[src/rtl/fb_fill_writer.sv]
// fb_fill_writer: fills one frame of palette indices into SDRAM.
// Build option: FB_FILL_CHECKER_EN enables the checkerboard pattern.
module fb_fill_writer #(
    parameter int ADDR_W = 25,
    parameter int DATA_W = 16,
    parameter int FRAME_W = 320,
    parameter int FRAME_H = 240,
    parameter logic [7:0] SOLID_INDEX = 8'hb9
) (
    input  logic              sdram_clk,
    input  logic              rst,
    input  logic              start,
    input  logic [1:0]        pattern_sel,
    input  logic              waitrequest,
    output logic              write,
    output logic [ADDR_W-1:0] oAddress,
    output logic [DATA_W-1:0] writedata,
    output logic              busy,
    output logic              done,
    output logic [7:0]        frame_count
);

    localparam int XW = $clog2(FRAME_W);
    localparam int YW = $clog2(FRAME_H);

    localparam logic [XW-1:0] X_LAST = XW'(FRAME_W - 1);
    localparam logic [YW-1:0] Y_LAST = YW'(FRAME_H - 1);
    localparam logic [XW-1:0] BAR1 = XW'(107);
    localparam logic [XW-1:0] BAR2 = XW'(214);

    typedef enum logic [1:0] {
        IDLE,
        WRITE,
        DONE
    } state_t;

    state_t state, state_nx;

    logic [1:0]        sel_q;
    logic [XW-1:0]     x_q;
    logic [YW-1:0]     y_q;

    logic              accept;
    logic              last_beat;
    logic              launch;

    logic [1:0]        sel_nx;
    logic [XW-1:0]     x_nx;
    logic [YW-1:0]     y_nx;
    logic [ADDR_W-1:0] addr_nx;
    logic [7:0]        index_nx;

    assign accept    = write & ~waitrequest;
    assign last_beat = accept & (x_q == X_LAST) & (y_q == Y_LAST);
    // A fill can only be launched while no fill is running.
    assign launch    = start & (state != WRITE);

    // State register; reset abandons any partial frame.
    always_ff @(posedge sdram_clk) begin
        if (rst) begin
            state <= IDLE;
        end else begin
            state <= state_nx;
        end
    end

    // Next-state decode.
    always_comb begin
        state_nx = state;
        unique case (state)
            IDLE: begin
                if (start) begin
                    state_nx = WRITE;
                end
            end
            WRITE: begin
                if (last_beat) begin
                    state_nx = DONE;
                end
            end
            DONE: begin
                if (start) begin
                    state_nx = WRITE;
                end
            end
            default: state_nx = IDLE;
        endcase
    end

    // Next pixel position: origin on launch, advance on accept, else hold.
    always_comb begin
        sel_nx  = sel_q;
        x_nx    = x_q;
        y_nx    = y_q;
        addr_nx = oAddress;
        if (launch) begin
            sel_nx  = pattern_sel;
            x_nx    = '0;
            y_nx    = '0;
            addr_nx = '0;
        end else if (accept) begin
            addr_nx = oAddress + ADDR_W'(1);
            if (x_q == X_LAST) begin
                x_nx = '0;
                y_nx = y_q + YW'(1);
            end else begin
                x_nx = x_q + XW'(1);
            end
        end
    end

    // Pattern generator for the next presented pixel.
    always_comb begin
        index_nx = SOLID_INDEX;
        unique case (sel_nx)
            2'd0: begin
                if (x_nx < BAR1) begin
                    index_nx = 8'hff;
                end else if (x_nx < BAR2) begin
                    index_nx = 8'ha0;
                end else begin
                    index_nx = 8'h6c;
                end
            end
            2'd1: index_nx = addr_nx[7:0];
            2'd2: index_nx = SOLID_INDEX;
            default: begin
`ifdef FB_FILL_CHECKER_EN
                index_nx = (x_nx[4] ^ y_nx[4]) ? 8'hff : 8'h00;
`else
                index_nx = SOLID_INDEX;
`endif
            end
        endcase
    end

    // Write port, position counters and status; data moves with address.
    always_ff @(posedge sdram_clk) begin
        if (rst) begin
            write       <= 1'b0;
            oAddress    <= '0;
            writedata   <= '0;
            busy        <= 1'b0;
            done        <= 1'b0;
            frame_count <= '0;
            sel_q       <= '0;
            x_q         <= '0;
            y_q         <= '0;
        end else if (launch) begin
            write     <= 1'b1;
            busy      <= 1'b1;
            done      <= 1'b0;
            sel_q     <= sel_nx;
            x_q       <= x_nx;
            y_q       <= y_nx;
            oAddress  <= addr_nx;
            writedata <= {{(DATA_W-8){1'b0}}, index_nx};
        end else if (last_beat) begin
            write       <= 1'b0;
            busy        <= 1'b0;
            done        <= 1'b1;
            frame_count <= frame_count + 8'd1;
        end else if (accept) begin
            x_q       <= x_nx;
            y_q       <= y_nx;
            oAddress  <= addr_nx;
            writedata <= {{(DATA_W-8){1'b0}}, index_nx};
        end
    end

endmodule

[config.mk]
export PLATFORM = sky130hd
export DESIGN_NAME = fb_fill_writer
export DESIGN_NICKNAME = d
export VERILOG_FILES = /design/src/rtl/fb_fill_writer.sv
export SDC_FILE = /design/constraint.sdc
export NUM_CORES = 1
export LEC_CHECK = 0
export CORE_MARGIN = 1
export CORE_UTILIZATION = 40
export CTS_CLUSTER_SIZE = 20
export DETAILED_ROUTE_END_ITERATION = 12
export PLACE_DENSITY = 0.78
export SLEW_MARGIN = 20
export SYNTH_ARGS = -nofsm -noshare
export SYNTH_HDL_FRONTEND = slang
export SYNTH_SLANG_ARGS = --single-unit
[constraint.sdc]
create_clock -name sdram_clk -period 2.99 [get_ports sdram_clk]
set_clock_uncertainty 0.1 [all_clocks]
set_input_delay 0.897 -clock sdram_clk [delete_from_list [all_inputs] [get_ports sdram_clk]]
set_output_delay 0.897 -clock sdram_clk [all_outputs]
set_load 0.005 [all_outputs]
== Word-level counts from Yosys, hierarchy flattened ==
Cells that the tools add are included.

* Logic and storage cells: 66
* Register bits: 64
* Output and inout port bits: 52
* Input port bits: 6

* Equality and inequality tests: 9
* Magnitude comparators: 2
* Mux-type cells: 27
* $add $sub $neg: 4
* Bitwise gates (word level): 6
* Reduce and logical (&&, ||, !) cells: 9

{| class="wikitable"
|+ Operator list
! kind !! count
|-
| $mux W25 || 4
|-
| $mux W8 || 10
|-
| $mux W9 || 6
|-
| $add A25 B1 Y25 const B || 1
|-
| $add A8 B1 Y8 const B || 2
|-
| $pmux W8 S2 || 1
|-
| $add A9 B1 Y9 const B || 1
|-
| $eq A9 B9 Y1 const B || 1
|-
| $lt A9 B7 Y1 const B || 1
|-
| $lt A9 B8 Y1 const B || 1
|-
| $eq A8 B8 Y1 const B || 1
|-
| $mux W2 || 3
|-
| $ne A2 B1 Y1 const B || 3
|-
| $reduce_and A2 Y1 || 3
|-
| $and A1 B1 Y1 || 4
|-
| $eq A2 B1 Y1 const B || 2
|-
| $logic_not A2 Y1 || 2
|-
| $pmux W2 S2 || 1
|-
| $reduce_bool A2 Y1 || 2
|-
| $reduce_or A2 Y1 || 2
|-
| $eq A2 B2 Y1 const B || 1
|-
| $mux W1 || 2
|-
| $ne A2 B2 Y1 const B || 1
|-
| $not A1 Y1 || 2
|}

== Depth between registers and ports, before layout ==
* Depth after elaboration: 11
* Gate-level depth with buffers: 10
* Depth with buffers taken out: 8

== Worst setup path after synthesis ==
No wires, ideal clock.

* Path kind: input port to flip-flop
* From: input waitrequest
* To: register writedata[3]
* Library setup time: 96 ps
* Path slack: 121 ps
* Data required time: 2,794 ps
* Cell stages on the path: 7
* Data arrival time: 2,673 ps
* Path through: nand4b_2 or4b_1 o31ai_1 or4b_1 o31ai_2 nor2_1 o41ai_2

* Word-level cells in the longest chain between the ends: 11
* Elaborated cells between the ends (all ways): 17
* Those cells by class: order compare (2); eq/ne (1); mux (8); bitwise (4); reduce/logical (2)

{| class="wikitable"
|+ Ends and longest elaborated chain
! element !! line !! text
|-
| start, declared || 14 || <nowiki>input logic waitrequest,</nowiki>
|-
| $not A1 Y1 * || 53 || <nowiki>assign accept = write & ~waitrequest;</nowiki>
|-
| $and A1 B1 Y1 * || 53 ||
|-
| $mux W9 || 101 || <nowiki>end else if (accept) begin</nowiki>
|-
| $mux W9 || 96 || <nowiki>if (launch) begin</nowiki>
|-
| $lt A9 B8 Y1 || 119 || <nowiki>end else if (x_nx < BAR2) begin</nowiki>
|-
| $mux W8 || 119 ||
|-
| $mux W8 || 117 || <nowiki>if (x_nx < BAR1) begin</nowiki>
|-
| $pmux W8 S2 || 115 || <nowiki>unique case (sel_nx)</nowiki>
|-
| $mux W8 || 163 || <nowiki>end else if (accept) begin</nowiki>
|-
| $mux W8 || 158 || <nowiki>end else if (last_beat) begin</nowiki>
|-
| $mux W8 || 149 || <nowiki>end else if (launch) begin</nowiki>
|-
| end signal, assigned || 157 || <nowiki>writedata <= {{(DATA_W-8){1'b0}}, index_nx};</nowiki>
|-
| end signal, assigned || 167 || <nowiki>writedata <= {{(DATA_W-8){1'b0}}, index_nx};</nowiki>
|-
| end, declared || 17 || <nowiki>output logic [DATA_W-1:0] writedata,</nowiki>
|}

Every way passes the cells marked *; elsewhere a longest branch is shown, timed or not. The select of a mux whose other input is x is not followed.
A chain may end at the register's enable or synchronous reset.

== Worst setup path in the final report ==
Same ends and word-level chain as after synthesis.

==> results.md <==
- The run finished with clean final reports.
- The analysis attributes to net switching a power of 449 uW.
- The post-layout utilization of the core is 53.9%.
- The number of warnings printed during yosys synthesis is 0.
- The fraction of registers with async set or reset after synthesis is 0%.
- At the end of the flow, the number of nets in the layout was 479.
- Based on the critical path, the design can be clocked at up to 340 MHz.
- After detailed routing, the total wire length is 7860 um.
- The area taken by flip-flops and latches is 1280 um^2.
- The placeable core area is 7810 um^2.
- The start point of the worst min-delay path is done.
- The path class of the lowest-slack min-delay path is reg -> reg.
- The startpoint identified for the worst register-to-register timing path is x_q[0].
- The count of nets left with antenna violations after detail routing is 0.
- The most used flip-flop cell after synthesis is sky130_fd_sc_hd__dfxtp_1.
- The fraction of power spent switching nets is 24.9%.
- For this run, the register share of the synthesized area comes to 39.3%.
- The static leakage is 0.00148 uW.
- The max-capacitance violation count is 0.
- Sequential cells burn 49.0% of the power.
- Counting every sink on the clock net gives 64.
- After global routing the overflow that remains totals 0.
- Grouping stages by cell kind, the critical path spends the most delay in simple AND/OR/NAND/NOR gates.
- The row count is 32.
- The average instance area after synthesis is 8.18 um^2.
- The layout overhead on the synthesized area is 28.9%.
- Internal power comes to 1350 uW.
- VDD sags by at most 222 uV.
- In this run the post-CTS setup repair buffer count came out at 0.
- The first global-routing pass estimated 12900 um of wire.
- Port buffering added 49 buffers.
- The final-report hold violation count was 0.
- The synthesized netlist cell count is 399.
- In the final layout, the multi-input gates occupy 1880 um^2.
- The layout cell share with drive strength beyond 1 is 11.4%.
- After detailed routing, the average wire length per cell comes to 13.6 um.
- For this design the ratio of total power to cell area is 428 nW/um^2.
- Clock tree synthesis selected as its root buffer the cell sky130_fd_sc_hd__clkbuf_8.
- Before antenna repair, the detailed router went through 4 iterations.
- Entering global routing, the biggest net connects 24 pins.
- At the placement stage, the worst setup path has a slack of -477 ps.
- The CTS buffer count is 9.
- The congestion estimate from routability-driven global placement came to 0.881.
- Dividing the detail-routed via count by the number of cells gives 5.26.
- The combinational group share of total power is 8.6%.
- The clock network latency to the later pin of the worst-skew pair is 340 ps.
- TritonCTS built the clock tree.
- The number of H-tree levels is 3.
- The HPWL after detailed placement is 5700 um.
- STA classifies the critical path startpoint as an input port.
- Counting both buffers and inverters, the worst setup path holds a total of 1.
- The number of antenna repair diodes is 0.
- The post-route worst setup slack is 45.7 ps.
- The total routing resource utilization after global routing is 18.9%.
- The die is 92.3 um wide.
- 58 I/O pins were placed.
- The number of global-route vias before repair is 2814.
- Tracing the worst setup path back leads to its startpoint at waitrequest.
- The floorplan step defined a die boundary enclosing 8520 um^2.
- The clock passes through at most 2 buffers.
- The finished layout holds 576 standard cells, fillers aside.
- The critical path's largest stage delay is 530 ps.
- The worst path in the final design needs a cycle of 2940 ps, including I/O delays and setup.
- After synthesis, the netlist uses 52 different library cells.
- The critical path goes through dlygate4sd2_1, nand4b_2, or4b_1, o31ai_1, or4b_4, o31ai_4, nor2_2, o41ai_2.
- The data required time of the critical path is 3140 ps.
- The register bit total from synthesis is 64.
- Adding up every negative setup slack in the final design gives 0 ps.
- The number of design rule violations left after detail routing is 0.
- After clock tree synthesis, the clock-pin slew on the worst setup and hold paths is 70 ps.
- The number of antenna violations at the first check in global routing is 0.
- In this run, the clock network consumes 42.4% of the power.
- Across all layers, the routed design uses 3028 vias.
- Counting flops with a built-in enable in the synthesized netlist gives 0.
- The number of placed instances with taps included is 560.
- Of all nets on the critical path, the largest fanout is 3.
- The mapped netlist covers 3260 um^2.
- The height of the die is 92.3 um.
- The number of setup violations in the final report is 0.
- After layout, the worst path uses 98.5% of the clock period.
- The cell with the biggest individual delay on the critical path is sky130_fd_sc_hd__or4b_1.
- The max-slew violation count is 0.
- The worst setup path is of the in -> reg kind.
- The arrival time of data at the critical path endpoint is 3090 ps.
- In this run, the number of DRC markers left after iteration 0 of detailed routing was 167.
- Fill cells in the final layout number 741.
- The endpoint class of the critical path is a flop.
- Once the floorplan was initialized, standard cells occupied 41.8% of the core.
==> synthesized netlist by cell type, drive strengths merged, types with 2 or more instances <==
library cell	number	area share (%)
o2bb2ai	2	0.54
nand3b	3	0.69
a31oi	2	0.38
a211o	2	0.54
nand2	34	3.9
inv	5	0.58
dfxtp	64	39
o31ai	4	1.1
clkbuf	14	1.6
or2	2	0.38
a32o	2	0.61
o41ai	2	0.77
nand4	13	2.5
xor2	21	5.6
nor3	8	1.2
mux2i	2	0.61
buf	11	2.3
or3	10	1.9
and3	5	0.96
xnor2	19	5.1
nor2	67	7.7
and4	5	1.3
or4b	3	0.92
a221oi	2	0.54
a211oi	4	0.92
a21oi	28	4.3
nand4b	2	0.73
ha	4	1.5
nand3	14	2.1
a21boi	3	0.81
nand2b	8	1.5
and2	2	0.38
and4b	3	0.92
o21ai	14	2.1
nor2b	3	0.58
o22ai	3	0.58
==> kinds of logic (layout without fill, tap and decap cells) <==
kind of cell             Yosys count  after routing  share of synthesized area (%)
XOR/XNOR                          40             40                           10.7
adder cells (fa/ha/maj)            4              4                           1.53
AND/OR/NAND/NOR                  184            184                           28.3
other                              1              8                          0.115
flip-flops                        64             64                           39.3
multiplexers                       2              2                          0.614
buffers and inverters             30             98                           4.52
AO/OA/AOI/OAI                     74             74                           14.9
==> final timing paths <==
path | end | slack [ps] | depth (start not counted)
setup / recovery | writedata[3] | 50 | 8
setup reg to reg | writedata[3] | 200 | 8
hold / removal | done | 380 | 2
hold reg to reg | done | 380 | 2
==> power groups by stage <==
stage,Clock [uW],Sequential (uW),Combinational [uW]
5_1_grt,825,887,171
6_report,764,884,155
4_1_cts,785,884,156
3_5_place_dp,0,904,155
2_1_floorplan,0,901,88.0
3_3_place_gp,0,904,153
==> per-stage QoR <==
step                hold WS (ps)  area (um^2)  total power, uW
finish                       378         4210             1800
global route                 401         4210             1880
CTS                          386         4200             1820
detailed placement           367         3990             1060
global placement             362         3990             1060
floorplan                    358         3290              989
==> state kept, by name, indices dropped and copies added, names as in the netlist <==
name / count
busy: 1
done: 1
writedata: 8
frame_count: 8
oAddress: 25
state: 2
x_q: 9
sel_q: 2
y_q: 8
==> per-layer routing <==
layer  vias to the layer above  GRT usage [%]  routed length, um
li1                       1530              -                  -
met1                      1425           23.7               3650
met2                        68           30.5               3770
met3                         5           4.84                359
met4                         0           8.07                 77
met5                         -              0                  0
==> final cells by class <==
type | count | share of cell area, %
clock buffer | 10 | 3.27
clock inverter | 6 | 1.61
inverter | 5 | 0.446
multi-input combinational | 312 | 44.6
sequential | 64 | 30.4
tap | 102 | 3.03
timing repair buffer | 77 | 16.6
==> cells in the final DEF, fill, tap and decap left out, drive strengths merged, types with 13 or more instances in the layout <==
cell type	instances
nand2	34
a21oi	28
nor2	67
clkdlybuf4s50	48
xnor2	19
nand3	14
buf	28
xor2	21
dfxtp	64
nand4	13
o21ai	14
==> timing repair <==
action,CTS,global route
pin swaps,1,0
setup endpoints to repair,1,1
hold buffers,0,0
gates resized for setup,2,2
==> worst min-delay path, stage by stage, from the launching register on <==
cell and delay [ps]:
sky130_fd_sc_hd__dfxtp_1 330, sky130_fd_sc_hd__nor2_1 50, sky130_fd_sc_hd__nor2_1 70
(Power assumes the default switching activity.)
